### src/rtl/stopwatch_pkg.sv
// Shared constants for the stopwatch display path: segment codes, field limits
// and the mapping from a display digit to the time field it comes from.
package stopwatch_pkg;

    localparam int NUM_DIGITS = 6;

    localparam int MIN_MAX  = 59;
    localparam int SEC_MAX  = 59;
    localparam int MS10_MAX = 99;

    // Active-low segment codes, bit order {g,f,e,d,c,b,a}
    localparam logic [6:0] SEG_0     = 7'h40;
    localparam logic [6:0] SEG_1     = 7'h79;
    localparam logic [6:0] SEG_2     = 7'h24;
    localparam logic [6:0] SEG_3     = 7'h30;
    localparam logic [6:0] SEG_4     = 7'h19;
    localparam logic [6:0] SEG_5     = 7'h12;
    localparam logic [6:0] SEG_6     = 7'h02;
    localparam logic [6:0] SEG_7     = 7'h78;
    localparam logic [6:0] SEG_8     = 7'h00;
    localparam logic [6:0] SEG_9     = 7'h10;
    localparam logic [6:0] SEG_DASH  = 7'h3F;
    localparam logic [6:0] SEG_BLANK = 7'h7F;

    typedef enum logic [1:0] {
        FLD_MS10 = 2'd0,
        FLD_SEC  = 2'd1,
        FLD_MIN  = 2'd2
    } field_e;

    function automatic logic [6:0] bcd_to_seg(input logic [3:0] digit);
        logic [6:0] seg;
        case (digit)
            4'd0:    seg = SEG_0;
            4'd1:    seg = SEG_1;
            4'd2:    seg = SEG_2;
            4'd3:    seg = SEG_3;
            4'd4:    seg = SEG_4;
            4'd5:    seg = SEG_5;
            4'd6:    seg = SEG_6;
            4'd7:    seg = SEG_7;
            4'd8:    seg = SEG_8;
            4'd9:    seg = SEG_9;
            default: seg = SEG_DASH;
        endcase
        return seg;
    endfunction

endpackage

### src/rtl/seg7_bcd_decode.sv
// Combinational decode of one display digit: picks the tens or ones BCD digit
// of a binary field and maps it to an active-low segment pattern.
module seg7_bcd_decode
    import stopwatch_pkg::*;
(
    input  logic [6:0] value,
    input  logic       in_range,
    input  logic       sel_tens,
    input  logic       blank_req,
    output logic [6:0] seg
);

    logic [3:0] tens;
    logic [3:0] ones;
    logic [3:0] digit;

    always_comb begin
        tens  = 4'(value / 7'd10);
        ones  = 4'(value % 7'd10);
        digit = sel_tens ? tens : ones;
        seg   = bcd_to_seg(digit);
        // An invalid field always shows dashes, even on a digit asking to blank
        if (!in_range) begin
            seg = SEG_DASH;
        end else if (blank_req && (digit == 4'd0)) begin
            seg = SEG_BLANK;
        end
    end

endmodule

### src/rtl/stopwatch_disp_scan.sv
// Six-digit multiplexed 7-segment driver for MM.SS.CC. Inputs are latched once
// per scan frame so every digit of a frame comes from the same counter value.
module stopwatch_disp_scan
    import stopwatch_pkg::*;
#(
    parameter int SCAN_DIV = 100000
) (
    input  logic       clk,
    input  logic       rst,
    input  logic [5:0] min_i,
    input  logic [5:0] sec_i,
    input  logic [6:0] ms_10_i,
    input  logic       blank_lead,
    output logic [5:0] an_o,
    output logic [6:0] seg_o,
    output logic       dp_o
);

    localparam int              PW         = (SCAN_DIV > 2) ? $clog2(SCAN_DIV) : 1;
    localparam logic [PW-1:0]   PRESC_LAST = PW'(SCAN_DIV - 1);
    localparam logic [2:0]      IDX_LAST   = 3'(NUM_DIGITS - 1);

    logic [PW-1:0] presc_reg;
    logic [2:0]    idx_reg;
    logic [5:0]    min_snap_reg;
    logic [5:0]    sec_snap_reg;
    logic [6:0]    ms_snap_reg;
    logic [5:0]    an_reg;
    logic [6:0]    seg_reg;
    logic          dp_reg;

    logic          tick;
    logic          frame_end;
    logic [5:0]    an_next;
    logic [6:0]    seg_next;
    logic          dp_next;

    logic [6:0]    fld_val [3];
    logic          fld_ok  [3];
    logic [6:0]    dig_seg [NUM_DIGITS];

    assign tick      = (presc_reg == PRESC_LAST);
    assign frame_end = tick && (idx_reg == IDX_LAST);

    assign fld_val[FLD_MS10] = ms_snap_reg;
    assign fld_val[FLD_SEC]  = {1'b0, sec_snap_reg};
    assign fld_val[FLD_MIN]  = {1'b0, min_snap_reg};
    assign fld_ok[FLD_MS10]  = (ms_snap_reg  <= 7'(MS10_MAX));
    assign fld_ok[FLD_SEC]   = (sec_snap_reg <= 6'(SEC_MAX));
    assign fld_ok[FLD_MIN]   = (min_snap_reg <= 6'(MIN_MAX));

    // Digit pairs share a field: even digits show ones, odd digits show tens.
    // Only the minutes-tens digit honours leading-zero blanking.
    genvar gi;
    generate
        for (gi = 0; gi < NUM_DIGITS; gi++) begin : g_digit
            localparam int FI       = gi / 2;
            localparam bit IS_TENS  = (gi % 2) == 1;
            localparam bit IS_LEAD  = (gi == NUM_DIGITS - 1);

            seg7_bcd_decode u_dec (
                .value     (fld_val[FI]),
                .in_range  (fld_ok[FI]),
                .sel_tens  (IS_TENS),
                .blank_req (IS_LEAD && blank_lead),
                .seg       (dig_seg[gi])
            );
        end
    endgenerate

    always_comb begin
        an_next  = 6'b111111;
        seg_next = SEG_BLANK;
        for (int i = 0; i < NUM_DIGITS; i++) begin
            if (idx_reg == 3'(i)) begin
                an_next[i] = 1'b0;
                seg_next   = dig_seg[i];
            end
        end
        dp_next = !((idx_reg == 3'd2) || (idx_reg == 3'd4));
    end

    // Anode, segments and dp all register on the same edge, so a digit never
    // briefly shows its neighbour's pattern.
    always_ff @(posedge clk or negedge rst) begin
        if (!rst) begin
            presc_reg    <= '0;
            idx_reg      <= 3'd0;
            min_snap_reg <= '0;
            sec_snap_reg <= '0;
            ms_snap_reg  <= '0;
            an_reg       <= 6'b111111;
            seg_reg      <= SEG_BLANK;
            dp_reg       <= 1'b1;
        end else begin
            presc_reg <= tick ? '0 : presc_reg + PW'(1);
            if (tick) begin
                idx_reg <= (idx_reg == IDX_LAST) ? 3'd0 : idx_reg + 3'd1;
            end
            if (frame_end) begin
                min_snap_reg <= min_i;
                sec_snap_reg <= sec_i;
                ms_snap_reg  <= ms_10_i;
            end
            an_reg  <= an_next;
            seg_reg <= seg_next;
            dp_reg  <= dp_next;
        end
    end

    assign an_o  = an_reg;
    assign seg_o = seg_reg;
    assign dp_o  = dp_reg;

endmodule
### config.mk
export PLATFORM = sky130hd
export DESIGN_NAME = stopwatch_disp_scan
export DESIGN_NICKNAME = d
export VERILOG_FILES = /design/src/rtl/stopwatch_pkg.sv /design/src/rtl/seg7_bcd_decode.sv /design/src/rtl/stopwatch_disp_scan.sv
export SDC_FILE = /design/constraint.sdc
export NUM_CORES = 1
export LEC_CHECK = 0
export ABC_AREA = 1
export ABC_CLOCK_PERIOD_IN_PS = 3200
export CAP_MARGIN = 20
export CORE_ASPECT_RATIO = 1.5
export CORE_UTILIZATION = 50
export CTS_CLUSTER_SIZE = 8
export DETAILED_ROUTE_END_ITERATION = 8
export GPL_ROUTABILITY_DRIVEN = 1
export PLACE_DENSITY = 0.73
export SLEW_MARGIN = 40
export SYNTH_ARGS = -nofsm -noshare
export SYNTH_HDL_FRONTEND = slang
export SYNTH_SLANG_ARGS = --single-unit
### constraint.sdc
create_clock -name clk -period 3.2 [get_ports clk]
set_input_delay 0.64 -clock clk [delete_from_list [all_inputs] [get_ports clk]]
set_output_delay 0.64 -clock clk [all_outputs]
set_load 0.01 [all_outputs]
==> summary.txt <==
Top Family by Delay on Critical Path = simple AND/OR/NAND/NOR gates
ANT cells = 0
Area Growth Syn to Fin = 25.9%
P_int = 0.000989 W
Die H = 115 um
antenna-violating nets left = 0
Mapped Cells = 587
setup TNS = 0 ps
Crit path largest cell delay = 430 ps
kind of critical path = flop to flop
Critical Path Fanout Max = 6
Site Rows = 40
unrepaired setup endpoints after global routing = yes
Clk network pwr share = 43.9%
endpoints failing setup = 0
DRT Wirelength = 9470 um
R2R Setup Slk = 190 ps
CTS tree = built
outcome = finished clean
CTS buffer count = 5
Post-route DRC = 0
WL per Instance = 12.2 um
Ys Warns = 0
Die W = 77.4 um
slowest CP cell = dfrtp_1
Starting DRT DRC Count = 221
Pwr Total = 0.00127 W
Hold Violations, Final = 0
total I/O pin count = 36
DP HPWL = 7050 um
startpoint types = flop
Core Area = 8160 um2
Post-synth ARST share = 100%
first-pass GRT wire length = 15800 um
Num Clock Sinks = 53
H-tree lvl count = 2
DRT Pass-1 Iters = 4
CP arrival = 3240 ps
max cap viols = 0
critical path startpoint = sec_snap_reg[5]$_DFFE_PN0P_
Reg power frac = 52.8%
Synthesized Nets = 646
full die area = 8900 um2
Distinct cells, synth = 46
CP Buf/Inv Count = 8
period utilization = 94.0%
starting density of the core = 52.2%
IO Port Bufs = 35
antenna violations before repair = 0
maximum vdd drop = 228 uV
Main synth FF type = dfrtp_1
mapped cell area = 4260 um2
vias in the first global route = 3681
gpl congestion = 0.905
CTS root buf = clkbuf_16
max reg flops = 17
share of layout cells above drive strength 1 = 23.4%
Max Slew Vio Count = 0
Setup crit end kind = flop
maximum clock rate = 333 MHz
sequential area share after synthesis = 31.5%
Synth Register Bits = 53
clk buf depth = 2
number of synthesized flops with an enable pin = 0
Vias = 3948
worst endpoint required time = 3430 ps
largest net degree at the start of global routing = 23
Clock Latency Late Sink = 300 ps
Top cell by count, worst path = nand2_1
DR vias/cell = 5.09
Tot GR Track Use = 21.8%
combinational power share = 3.3%
Worst-path clk slew = 80 ps
Overflow after GRT = 0
Switching Power = 0.000280 W
Setup Skew = 9.60 ps
Slew Limit Headroom = 53.5%
nets@finish = 728
Power Density = 236 nW/um2
Sw Share = 22.0%
Avg Cell Area, Syn = 7.26 um2
P_leak = 2.73 nW
Hold Path Class = primary input to asynchronous set/reset pin
Worst Tran Pin Value = 690 ps
worst r2r src = sec_snap_reg[5]$_DFFE_PN0P_
min cycle time layout = 3010 ps
cells in the final DEF (no fill, tap or decap), types with 3 or more instances in the layout:
cell / Yosys / layout
o21ai_0: 28 / 22
inv_1: 103 / 94
ha_1: 37 / 34
nand2_4: 3 / 4
dfrtp_1: 39 / 37
nand3_1: 32 / 26
nor4_1: 5 / 5
a21oi_2: 3 / 3
nor3_1: 12 / 12
o21ai_2: 5 / 7
nand3_2: 3 / 8
nand2_1: 132 / 124
o21ai_4: 1 / 3
buf_4: 0 / 42
mux2i_1: 19 / 19
inv_2: 15 / 24
clkbuf_16: 0 / 5
nor2_4: 3 / 5
dfstp_2: 14 / 14
nor2_1: 45 / 44
a21oi_1: 13 / 12
o21ai_1: 11 / 13
nand4_1: 9 / 9
nand2_2: 12 / 19
xor2_1: 4 / 3
o211ai_1: 8 / 8
clkdlybuf4s50_1: 0 / 34
Yosys cell counts, types with 11 or more instances:
library cell | number | area share [%]
o21ai_1 | 11 | 1.3
a21oi_1 | 13 | 1.5
dfrtp_1 | 39 | 23
inv_2 | 15 | 1.3
dfstp_2 | 14 | 8.6
nor3_1 | 12 | 1.4
o21ai_0 | 28 | 3.3
nand2_1 | 132 | 12
inv_1 | 103 | 9.1
nand3_1 | 32 | 3.8
nor2_1 | 45 | 4.0
nand2_2 | 12 | 1.8
mux2i_1 | 19 | 4.5
ha_1 | 37 | 11
worst register-to-register path: cells and delay by family, from the launching register on:
| family | cells | cell delay [ps] |
|---|---|---|
| DFF | 1 | 430 |
| buffers and inverters | 8 | 600 |
| adders and majority gates | 2 | 420 |
| and+or+nand+nor | 17 | 1310 |
| AOI/OAI and AO/OA | 2 | 190 |
area by class of cell:
class	count	area (um2)
fillers	689	2790
multi-input cells	411	2610
flip-flops and latches	53	1350
repair buffers	78	672
inverters	120	453
well taps	105	131
clock buffers	5	125
clock inverters	3	25.0
power by group through the flow:
| stage | Sequential [W] | Clock, W | Combinational [W] |
|---|---|---|---|
| global placement | 0.000683 | 0 | 0.0000427 |
| detailed placement | 0.000683 | 0 | 0.0000433 |
| finish | 0.000670 | 0.000557 | 0.0000417 |
| CTS | 0.000670 | 0.000573 | 0.0000434 |
| global route | 0.000670 | 0.000590 | 0.0000470 |
| floorplan | 0.000683 | 0 | 0.00000238 |
final timing paths:
path / end / depth (start not counted)
min reg2reg: presc_reg[0]$_DFF_PN0_ / 1
max: seg_o[3]$_DFF_PN1_ / 29
max in group asynchronous: seg_o[6]$_DFF_PN1_ / 2
min: ms_snap_reg[1]$_DFFE_PN0P_ / 1
min in group clk: presc_reg[0]$_DFF_PN0_ / 1
max reg2reg: seg_o[3]$_DFF_PN1_ / 29
stage by stage:
| stage | area (um2) | instances | utilization, % | setup WS, ps | hold slack, ps |
|---|---|---|---|---|---|
| after CTS | 4980 | 746 | 61.1 | 10.9 | 244 |
| after global placement | 4800 | 734 | 58.8 | 14.9 | 475 |
| after detailed placement | 4800 | 734 | 58.8 | -84.0 | 476 |
| after global routing | 5370 | 775 | 65.8 | -80.5 | 257 |
| after floorplan | 4260 | 587 | - | 152 | 344 |
| final | 5370 | 775 | 65.8 | 193 | 236 |
routing by layer:
layer	GRT usage [%]	wire [um]	up-vias
met3	2.62	213	17
met2	41.7	5180	63
met1	24.3	3860	1837
met4	8.55	211	0
li1	-	-	2031
met5	0	0	-
cells by family after synthesis:
group                    Yosys count  share of synthesized area (%)
AND/OR/NAND/NOR                  267                           29.1
buffers and inverters            123                           10.9
AO/OA/AOI/OAI                     83                           12.2
flip-flops                        53                           31.5
adder cells (fa/ha/maj)           37                           10.9
multiplexers                      19                           4.46
XOR/XNOR                           5                           1.03
timing repair:
item / CTS / global route
gates resized for setup: 2 / 52
endpoints found under the setup margin: 4 / 7
buffers inserted: 4 / 29
pin swaps: 2 / 16
hold buffers: 0 / 0
(Power assumes the default switching activity.)
==> variant: new RTL, same settings <==
Add an input register stage for `min_i`, `sec_i`, `ms_10_i` and `blank_lead`; this delays them by one clock.
--- a/src/rtl/stopwatch_disp_scan.sv
+++ b/src/rtl/stopwatch_disp_scan.sv
@@ -19,6 +19,18 @@
     localparam int              PW         = (SCAN_DIV > 2) ? $clog2(SCAN_DIV) : 1;
     localparam logic [PW-1:0]   PRESC_LAST = PW'(SCAN_DIV - 1);
     localparam logic [2:0]      IDX_LAST   = 3'(NUM_DIGITS - 1);
+
+    logic [5:0] min_q;
+    logic [5:0] sec_q;
+    logic [6:0] ms_10_q;
+    logic blank_lead_q;
+
+    always_ff @(posedge clk) begin
+        min_q        <= min_i;
+        sec_q        <= sec_i;
+        ms_10_q      <= ms_10_i;
+        blank_lead_q <= blank_lead;
+    end
 
     logic [PW-1:0] presc_reg;
     logic [2:0]    idx_reg;
@@ -62,7 +74,7 @@
                 .value     (fld_val[FI]),
                 .in_range  (fld_ok[FI]),
                 .sel_tens  (IS_TENS),
-                .blank_req (IS_LEAD && blank_lead),
+                .blank_req (IS_LEAD && blank_lead_q),
                 .seg       (dig_seg[gi])
             );
         end
@@ -98,9 +110,9 @@
                 idx_reg <= (idx_reg == IDX_LAST) ? 3'd0 : idx_reg + 3'd1;
             end
             if (frame_end) begin
-                min_snap_reg <= min_i;
-                sec_snap_reg <= sec_i;
-                ms_snap_reg  <= ms_10_i;
+                min_snap_reg <= min_q;
+                sec_snap_reg <= sec_q;
+                ms_snap_reg  <= ms_10_q;
             end
             an_reg  <= an_next;
             seg_reg <= seg_next;
Function: no difference found for any inputs over 10 cycles, from zero or initial values and one cycle with rst low; that may be too few to reach the edited logic, so the function may still have changed.
==> variant against the original RTL <==
Area after synthesis up 9.1%. Routed wire length up 6.9%. Sequential power up 40%. Maximum frequency down 2.1%. Critical path type unchanged. Sequential cell count up 20. Setup slack worse by 0.063 ns. Clock skew down 0.0024 ns. Cell area up 8.8%. Global-route usage down 0.17 points. Total power up 64%. Critical endpoint is now seg_o[0]. Highest routed layer unchanged.
==> variant: results <==
metrics = {
    "clock_network": {
        "insertion_delay_ns": 0.34,
        "postCtsSetupRepairBufs": 3,
        "cts_resized": 4,
        "cts_sinks": 73,
        "cts_buffers": 9,
        "htree_levels": 3,
    },
    "layout": {
        "largest_register_ffs": 17,
        "final.fill_count": 753,
        "clock_area_share_pct": 5.64,
        "finish.net_count": 725,
        "multi_input_area_share_pct": 45.6,
        "buffers": 58,
        "seq_area_um2": 1750,
        "area_share_nonclk_buffers_pct": 8.92,
        "layout-drive-gt1-share_pct": 20.9,
        "n_antenna_cell": 0,
    },
    "yosys": {
        "synth-compound-area-share_pct": 11.3,
        "synth_xor_area_share_pct": 1.29,
        "synthTopCellsByCount": "nand2_1 (125), inv_1 (102), nor2_1 (40), dfrtp_1 (39), nand3_1 (38)",
        "synth-adder-area-share_pct": 9.96,
        "ys_types": 45,
        "ys_seq_area_share_pct": 37.5,
        "async_flop_share_pct": 72.6,
        "syn_area_um2": 4650,
        "syn_avg_cell_area_um2": 7.78,
    },
    "global_route": {
        "grt_util_all_layers_pct": 21.6,
        "grt_pass1_vias": 3947,
        "grt_use_met2_pct": 39.7,
        "use_met3_pct": 5.10,
        "grt_pass1_wl_mm": 16.2,
    },
    "power": {
        "vdd_drop_max_uv": 396,
        "internal_power_mw": 1.66,
        "leakage_nw": 2.89,
    },
    "worst_setup_path": {
        "timing.rr.start": "ms_snap_reg[6]",
        "r2r-end": "seg_o[0]",
        "critPathArrivalTime_ns": 3.34,
        "worstRegToRegCells": 27,
    },
    "sta": {
        "setup_slack_ns": 0.129,
        "slew_headroom_pct": 56.4,
        "finalClockSkew_ns": 0.00719,
    },
    "routing": {
        "vias": 4072,
        "drt-pass1-iter-count": 5,
        "wl_per_cell_um": 13.0,
        "wl_met1_mm": 3.90,
        "drt-initial-drc-count": 210,
        "routed_wl_mm": 10.1,
        "wl_met3_um": 310,
    },
    "placed_design": {
        "place_ws_ns": -0.0898,
        "post-place-cells": 750,
        "placed_cell_area_um2": 5190,
        "place_hpwl_mm": 7.24,
        "routabilityCongestion": 0.935,
    },
    "outcome": {
        "status": "finished clean",
    },
}
==> variant: cell types whose count changed after synthesis, sizes merged, moves of 2 or more <==
cell and change:
a21oi +2, clkbuf -2, dfxtp +20, inv -5, nand2 -6, nand3 +6
nor2 -4, nor3 -2, o2111ai -2, o21ai +4
==> variant: how the worst max path moves through the flow <==
stage,start,to,cells past startpoint
floorplan,ms_snap_reg[6],seg_o[3],28
global placement,ms_snap_reg[4],seg_o[4],23
detailed placement,ms_snap_reg[4],seg_o[4],23
CTS,ms_snap_reg[6],seg_o[3],28
global route,ms_snap_reg[6],seg_o[4],30
finish,ms_snap_reg[6],seg_o[0],27
==> variant: power groups by stage <==
stage                     sequential [mW]  combinational, mW  clock (mW)
after floorplan                     0.953            0.00353           0
after global placement              0.954             0.0420           0
after detailed placement            0.954             0.0431           0
after CTS                           0.938             0.0434        1.12
after global routing                0.938             0.0475        1.16
final                               0.937             0.0419        1.10
